--- config.mk ---
export PLATFORM = sky130hd
export DESIGN_NAME = fft_bank_sched
export DESIGN_NICKNAME = d
export VERILOG_FILES = /design/src/rtl/fft_bank_sched.sv
export SDC_FILE = /design/constraint.sdc
export NUM_CORES = 1
export LEC_CHECK = 0
export ABC_CLOCK_PERIOD_IN_PS = 1960
export BUFFER_PORTS_ARGS = -buffer_cell sky130_fd_sc_hd__buf_2
export CAP_MARGIN = 20
export CORE_UTILIZATION = 30
export DETAILED_ROUTE_END_ITERATION = 8
export GPL_TIMING_DRIVEN = 0
export HOLD_SLACK_MARGIN = 0.06
export PLACE_DENSITY_LB_ADDON = 0.3
export SKIP_CTS_REPAIR_TIMING = 1
export SYNTH_ARGS = -nofsm -noshare
export SYNTH_HDL_FRONTEND = slang
export SYNTH_SLANG_ARGS = --single-unit
--- constraint.sdc ---
create_clock -name clk -period 1.96 [get_ports clk]
set_clock_uncertainty 0.1 [all_clocks]
set_input_delay 0.588 -clock clk [delete_from_list [all_inputs] [get_ports clk]]
set_output_delay 0.588 -clock clk [all_outputs]
set_load 0.01 [all_outputs]
--- src/rtl/fft_bank_sched.sv ---
`timescale 1ns/1ps
// Ownership sequencer for the 2D FFT BRAM bank: hands the bank from the MicroBlaze
// to the FFT core for a row pass and a column pass, with guard gaps on each handoff.
module fft_bank_sched #(
  parameter int unsigned GUARD   = 2,
  parameter int unsigned TO_W    = 20,
  parameter int unsigned TIMEOUT = (2**TO_W) - 1
) (
  input  logic clk,
  input  logic rst,
  input  logic mb_start,
  input  logic mb_inverse,
  output logic MB_is_acting,
  output logic FFT_en,
  output logic core_start,
  output logic core_pass,
  output logic core_inverse,
  input  logic core_done,
  output logic busy,
  output logic done,
  output logic error
);

  typedef enum logic [2:0] {
    MB_OWN   = 3'd0,
    G_IN     = 3'd1,
    ROW_WAIT = 3'd2,
    COL_WAIT = 3'd3,
    G_OUT    = 3'd4
  } state_t;

  localparam logic [3:0]      GUARD_LOAD = 4'(GUARD - 1);
  localparam logic [TO_W-1:0] WD_LAST    = TO_W'(TIMEOUT - 1);

  state_t          state_q;
  logic [3:0]      guard_q;
  logic [TO_W-1:0] wd_q;
  logic            mb_q, fft_q, cstart_q, cpass_q, cinv_q, busy_q, done_q, err_q;

  // A done pulse coinciding with our own start pulse belongs to nobody's pass.
  logic done_ok, wd_expired;
  assign done_ok    = core_done && !cstart_q;
  assign wd_expired = (wd_q == WD_LAST);

  // NOTE: every state bit is updated with <= in one clocked block, so all outputs
  // are registers and the reset branch returns the bank to the MicroBlaze at once.
  always_ff @(posedge clk or posedge rst) begin
    if (rst) begin
      state_q  <= MB_OWN;
      guard_q  <= '0;
      wd_q     <= '0;
      mb_q     <= 1'b1;
      fft_q    <= 1'b0;
      cstart_q <= 1'b0;
      cpass_q  <= 1'b0;
      cinv_q   <= 1'b0;
      busy_q   <= 1'b0;
      done_q   <= 1'b0;
      err_q    <= 1'b0;
    end else begin
      cstart_q <= 1'b0;
      case (state_q)
        MB_OWN: begin
          if (mb_start) begin
            cinv_q  <= mb_inverse;
            done_q  <= 1'b0;
            err_q   <= 1'b0;
            guard_q <= GUARD_LOAD;
            mb_q    <= 1'b0;
            busy_q  <= 1'b1;
            state_q <= G_IN;
          end
        end
        G_IN: begin
          if (guard_q == 4'd0) begin
            cstart_q <= 1'b1;
            cpass_q  <= 1'b0;
            fft_q    <= 1'b1;
            wd_q     <= '0;
            state_q  <= ROW_WAIT;
          end else begin
            guard_q <= guard_q - 4'd1;
          end
        end
        ROW_WAIT: begin
          if (done_ok) begin
            cstart_q <= 1'b1;
            cpass_q  <= 1'b1;
            wd_q     <= '0;
            state_q  <= COL_WAIT;
          end else if (wd_expired) begin
            err_q   <= 1'b1;
            fft_q   <= 1'b0;
            cpass_q <= 1'b0;
            guard_q <= GUARD_LOAD;
            state_q <= G_OUT;
          end else begin
            wd_q <= wd_q + TO_W'(1);
          end
        end
        COL_WAIT: begin
          // A completion on the expiry cycle wins over the abort.
          if (done_ok || wd_expired) begin
            err_q   <= !done_ok;
            fft_q   <= 1'b0;
            cpass_q <= 1'b0;
            guard_q <= GUARD_LOAD;
            state_q <= G_OUT;
          end else begin
            wd_q <= wd_q + TO_W'(1);
          end
        end
        G_OUT: begin
          if (guard_q == 4'd0) begin
            mb_q    <= 1'b1;
            done_q  <= 1'b1;
            busy_q  <= 1'b0;
            state_q <= MB_OWN;
          end else begin
            guard_q <= guard_q - 4'd1;
          end
        end
        default: state_q <= MB_OWN;
      endcase
    end
  end

  assign MB_is_acting = mb_q;
  assign FFT_en       = fft_q;
  assign core_start   = cstart_q;
  assign core_pass    = cpass_q;
  assign core_inverse = cinv_q;
  assign busy         = busy_q;
  assign done         = done_q;
  assign error        = err_q;

endmodule

==> metrics.cfg, run 1 <==
[synthesis]
synth.area.mux_share=0.0185
synth-xor-area-share=0.0518
syn_inst=204
synth_top_area_frac=0.419
yosys.cell_count.top_type=dfrtp_1
ys_top_cells_by_area=dfrtp_1 42%, xnor2_1 3.9%, nor2_1 3.7%
syn_area_mm2=0.00203
yosysTopAreaCell=dfrtp_1
synth_top_family_by_area=simple AND/OR/NAND/NOR gates
ys_warn_count=0
synth_cell_types=59
synth_edf_count=0
ys_seq_area_frac=0.432
synth-simple-area-share=0.287
postSynthAreaPerCell_um2=9.95
ys_top_cells_by_count=34 x dfrtp_1, 20 x nor2_1, 18 x nand2_1, 10 x a21oi_1, 10 x nand3_1
async_flop_share=1.00
synth.ff_latch_count=35
syn-num-nets=212
synth_fa_ha_area_frac=0.0185
synth_compound_area_frac=0.164
synth_ff_type=dfrtp_1

[timing]
slew_headroom=0.456
fmax_mhz=464
slew_viol_final=0
setup_viol=14
finalCritPeriodShare=1.10
grt_setup_unrepaired=yes
hold_ws_ps=346
layout_setup_ws_ps=-197
final-hold-violation-count=0
tightest_slew_ps=816
layout_min_cycle_time_ps=2160

[cts]
cts-root-buf=clkbuf_8
cts_tree=built
clock_sinks=35
clk_latency_ps=290
cts_buffers=5
h-tree-depth=2
path_clk_slew_ps=80
cts_buffer_depth=2

[setup_path]
worstReg2RegEnd=wd_q[1]$_DFFE_PP0P_
cp-end-kind=flip-flop
arrival_ps=2240
critPathLaunchType=flip-flop
rr_startpoint=wd_q[0]$_DFFE_PP0P_
worstPathMaxFanout=7
path_cells=inv_2, ha_4, nand2_4, or4_4, o21ai_4, nand2_4, mux2_4
crit_slowest_cell=or4_4
required_ps=2040
path_buf_inv=1
r2r_setup_slack_ps=-200
max_stage_delay_ps=520
rr_worst_depth=7
crit_path_frequent_cell=nand2_4
worstSetupPathType=reg -> reg
critical_path.top_delay_family=simple AND/OR/NAND/NOR gates

[floorplan]
dieHeight_um=84.3
io_pins=13
die_x_um=84.3
dieArea_mm2=0.00710
coreArea_mm2=0.00646
initial_utilization=0.314
rows=29

[power_and_ir_drop]
p_leak_nw=1.18
vdd_ir_drop_max_uv=407
power.density_mw_per_mm2=1150

[routing]
routedWlPerCell_um=15.0
drtPass1Iterations=6
drt_iter0_drc=71
vias_per_cell=5.26
routed_wl_mm=4.88
antenna_left=0
vias=1714
drc=2

[final_layout]
fillers=606
fin_cells=326
antenna_cells=0
drive_gt1_frac=0.430
synthToLayoutAreaGrowth_pct=36.7
fin_area_mm2=0.00278
nets=256
final_util=0.430

[global_routing]
grt_max_degree=21
grt_util_all_layers=0.134
grt_pass1_vias=1545
grt-ovfl-total=0
grt_pass1_wl_mm=7.53
grt_antenna_before_repair=0

[placement]
place_inst=294
routabilityCongestion=0.816
hpwl_mm=3.07
dp_slack_ps=-287
dpl_cell_area_mm2=0.00222
io_buffers=12

[worst_hold_path]
hp-class=in -> async

[outcome]
status=finished with violations
violations=design-rule violations, negative setup slack

[flow_run]
cap_violations=0

## routing by layer
metal,track usage,share of wire
met1,0.181,0.48
met2,0.208,0.48
met3,0.0383,0.027
met4,0.0423,0.012
met5,0,0
## cell families after synthesis
kind of cell             count (synthesis)
AND/OR/NAND/NOR                         93
AO/OA/AOI/OAI                           45
flip-flops                              35
buffers and inverters                   13
XOR/XNOR                                12
multiplexers                             3
adder cells (fa/ha/maj)                  3
## cells in the final DEF (no fill, tap or decap), drive strengths merged, types with 2 or more instances in the layout
cell type	instances
xnor2	9
o211ai	2
a211oi	3
nand2	20
o31ai	4
o21ai	13
nor3	3
a21o	2
nor4	7
nor4b	3
nand2b	4
inv	7
dfrtp	34
buf	42
nor3b	3
ha	3
or4	5
clkbuf	7
or3	4
a31oi	2
and4	2
nand3	11
mux2	3
nor2	21
a21oi	10
nand4	4
xor2	3
## stage by stage
step	setup TNS (ps)	power [mW]
2_1_floorplan	-83.1	1.77
3_3_place_gp	-5150	2.03
3_5_place_dp	-3920	2.05
4_1_cts	-4300	2.75
5_1_grt	-2480	3.41
6_report	-1090	3.20
## sequential cells by signal (all words and copies together) (netlist names)
signal and flops:
busy 1, guard_q 4, core_inverse 1, core_pass 1, FFT_en 1, core_start 1, MB_is_acting 1, done 1
error 1, wd_q 20, state_q 3
## final cells by class
cell class                 count  area [µm²]  share of cell area
buffer                         6        47.5              0.0171
clock buffer                   6        82.6              0.0298
timing repair buffer          37         295               0.106
inverter                       7        26.3             0.00947
tap                           77        96.3              0.0347
sequential                    35         883               0.318
multi-input combinational    156        1310               0.472
clock inverter                 2        35.0              0.0126
## report_power, final
part	internal [mW]	switching (mW)	total [mW]
clock	0.412	0.283	0.695
combinational	0.722	0.780	1.50
sequential	0.870	0.135	1.00
total	2.00	1.20	3.20
## worst max-delay path by stage
stage                     depth (start not counted)  slack, ps              startpoint                endpoint
after floorplan                                   7        -50  guard_q[0]$_DFFE_PP0P_  guard_q[1]$_DFFE_PP0P_
after global placement                            6       -290               core_done    wd_q[11]$_DFFE_PP0P_
after detailed placement                          6       -290               core_done     wd_q[4]$_DFFE_PP0P_
after CTS                                         6       -290  state_q[0]$_DFFE_PP0P_    wd_q[12]$_DFFE_PP0P_
after global routing                              7       -220     wd_q[0]$_DFFE_PP0P_     wd_q[1]$_DFFE_PP0P_
final                                             7       -200     wd_q[0]$_DFFE_PP0P_     wd_q[1]$_DFFE_PP0P_
(Power assumes the default switching activity.)
==> run 2, diff against run 1 <==
BUFFER_PORTS_ARGS = -buffer_cell sky130_fd_sc_hd__buf_4   (was -buffer_cell sky130_fd_sc_hd__buf_2)
==> metrics.cfg, run 2 (synthesis results as in run 1) <==
[final_layout]
fillers=626  ; was 606
synthToLayoutAreaGrowth_pct=36.3  ; was 36.7%
largest_registers=wd_q x20, guard_q x4, state_q x3  ; unchanged
regArea_um2=883  ; unchanged
multi_input_area_mm2=0.00129  ; was 0.00131 mm²
layout_commonest_cell=buf_4  ; was dfrtp_1
final_cell_mix=34 x buf_4, 29 x dfrtp_1, 19 x nor2_1, 15 x nand2_1, 10 x nand3_1  ; was 29 x dfrtp_1, 20 x buf_4, 19 x nor2_1, 15 x nand2_1, 14 x buf_2
drive_gt1_frac=0.424  ; was 0.430
largest_reg_flops=20  ; unchanged
nets=257  ; was 256
largest_register=wd_q  ; unchanged
antenna_cells=0  ; unchanged

[power_and_ir_drop]
p_seq_frac=0.310  ; was 0.314
p_sw_mw=1.18  ; was 1.20 mW
sw_frac_of_total=0.369  ; was 0.374
power_frac_comb=0.473  ; was 0.469
vdd_ir_drop_max_uv=424  ; was 407 µV
p_leak_nw=1.18  ; about the same
p_int_mw=2.02  ; was 2.00 mW
clkPwrFrac=0.216  ; was 0.217
total_power_mw=3.20  ; about the same
power.density_mw_per_mm2=1160  ; was 1150 mW/mm²

[setup_path]
crit_path_frequent_cell=nand2_4  ; unchanged
critical_path.top_delay_family=simple AND/OR/NAND/NOR gates  ; unchanged
required_ps=2030  ; was 2040 ps
arrival_ps=2150  ; was 2240 ps
rr_startpoint=wd_q[0]$_DFFE_PP0P_  ; unchanged
crit_slowest_cell=or4_4  ; unchanged
worstSetupPathType=reg -> reg  ; unchanged
cp-end-kind=flip-flop  ; unchanged
cp-startpoint=wd_q[0]$_DFFE_PP0P_  ; unchanged
worstPathMaxFanout=5  ; was 7
path_buf_inv=1  ; unchanged
critPathLaunchType=flip-flop  ; unchanged
max_stage_delay_ps=530  ; was 520 ps
path_cells=inv_2, ha_4, nand2_4, or4_4, o21ai_4, nand2_4, mux2_4  ; unchanged

[timing]
layout_setup_ws_ps=-119  ; was -197 ps
finalCritPeriodShare=1.06  ; was 1.10
slew_headroom=0.646  ; was 0.456
final-hold-violation-count=0  ; unchanged
grt_setup_unrepaired=yes  ; unchanged
setup_viol=13  ; was 14
slew_viol_final=0  ; unchanged
tns_ps=-760  ; was -1090 ps
tightest_slew_ps=531  ; was 816 ps
fmax_mhz=481  ; was 464 MHz
layout_min_cycle_time_ps=2080  ; was 2160 ps

[global_routing]
grt-ovfl-total=0  ; unchanged
grt_antenna_before_repair=0  ; unchanged
grt_pass1_vias=1573  ; was 1,545
grt_util_all_layers=0.136  ; was 0.134
grt_pass1_wl_mm=7.63  ; was 7.53 mm
grt_max_degree=14  ; was 21

[routing]
routedWlPerCell_um=15.0  ; about the same
vias=1746  ; was 1,714
drc=2  ; unchanged
routed_wl_mm=4.90  ; was 4.88 mm
drtPass1Iterations=7  ; was 6
drt_iter0_drc=118  ; was 71
antenna_left=0  ; unchanged
vias_per_cell=5.34  ; was 5.26

[placement]
hpwl_mm=3.14  ; was 3.07 mm
routabilityCongestion=0.816  ; about the same
io_buffers=12  ; unchanged

[floorplan]
io_pins=13  ; unchanged
rows=29  ; unchanged
initial_utilization=0.314  ; unchanged
dieHeight_um=84.3  ; unchanged
die_x_um=84.3  ; unchanged
dieArea_mm2=0.00710  ; unchanged
coreArea_mm2=0.00646  ; unchanged

[cts]
cts_buffers=5  ; unchanged
path_clk_slew_ps=80  ; about the same
cts_buffer_depth=2  ; unchanged
cts-root-buf=clkbuf_8  ; unchanged
h-tree-depth=2  ; unchanged
clk_latency_ps=290  ; about the same
cts_tree=built  ; unchanged
clock_sinks=35  ; unchanged

[worst_hold_path]
hp-class=in -> async  ; unchanged

[outcome]
violations=design-rule violations, negative setup slack  ; unchanged
status=finished with violations  ; unchanged

[flow_run]
cap_violations=0  ; unchanged

[run 2: final cells by class]
type	instances	share of cell area
Clock buffer	6	0.0298
Inverter	7	0.0104
Multi-Input combinational cell	156	0.467
Sequential cell	35	0.319
Clock inverter	2	0.0127
Buffer	6	0.0154
Tap cell	77	0.0348
Timing Repair Buffer	38	0.111
[run 2: layer usage]
| layer | vias up | part of all wire | track usage |
|---|---|---|---|
| li1 | 836 | - | - |
| met1 | 870 | 0.46 | 0.179 |
| met2 | 38 | 0.50 | 0.219 |
| met3 | 2 | 0.038 | 0.0383 |
| met4 | 0 | 0.0055 | 0.0376 |
| met5 | - | 0 | 0 |
[run 2: power groups by stage]
stage / logic (mW) / clock network [mW] / registers, mW
2_1_floorplan: 0.770 / 0 / 1.00
3_3_place_gp: 1.06 / 0 / 0.999
3_5_place_dp: 1.08 / 0 / 1.00
4_1_cts: 1.08 / 0.709 / 0.990
5_1_grt: 1.66 / 0.740 / 1.01
6_report: 1.51 / 0.692 / 0.993
[run 2: final timing paths]
| check | endpoint | slack (ps) | cells after the start |
|---|---|---|---|
| worst max register to register | wd_q[1]$_DFFE_PP0P_ | -120 | 7 |
| min in group clk | MB_is_acting$_DFFE_PP1P_ | 360 | 2 |
| worst min register to register | MB_is_acting$_DFFE_PP1P_ | 360 | 2 |
| worst max-delay path | wd_q[1]$_DFFE_PP0P_ | -120 | 7 |
| worst min-delay path | wd_q[5]$_DFFE_PP0P_ | 230 | 2 |
| max in group asynchronous | MB_is_acting$_DFFE_PP1P_ | 810 | 4 |
[run 2: per-stage QoR]
stage | hold WS [ps] | setup slack [ps] | util | instances | cell area, µm²
3_5_place_dp | 351 | -306 | 0.348 | 295 | 2250
6_report | 234 | -119 | 0.429 | 327 | 2770
4_1_cts | 249 | -318 | 0.367 | 303 | 2370
2_1_floorplan | 365 | -47.7 | - | 204 | 2030
3_3_place_gp | 347 | -264 | 0.344 | 293 | 2220
5_1_grt | 268 | -186 | 0.429 | 327 | 2770
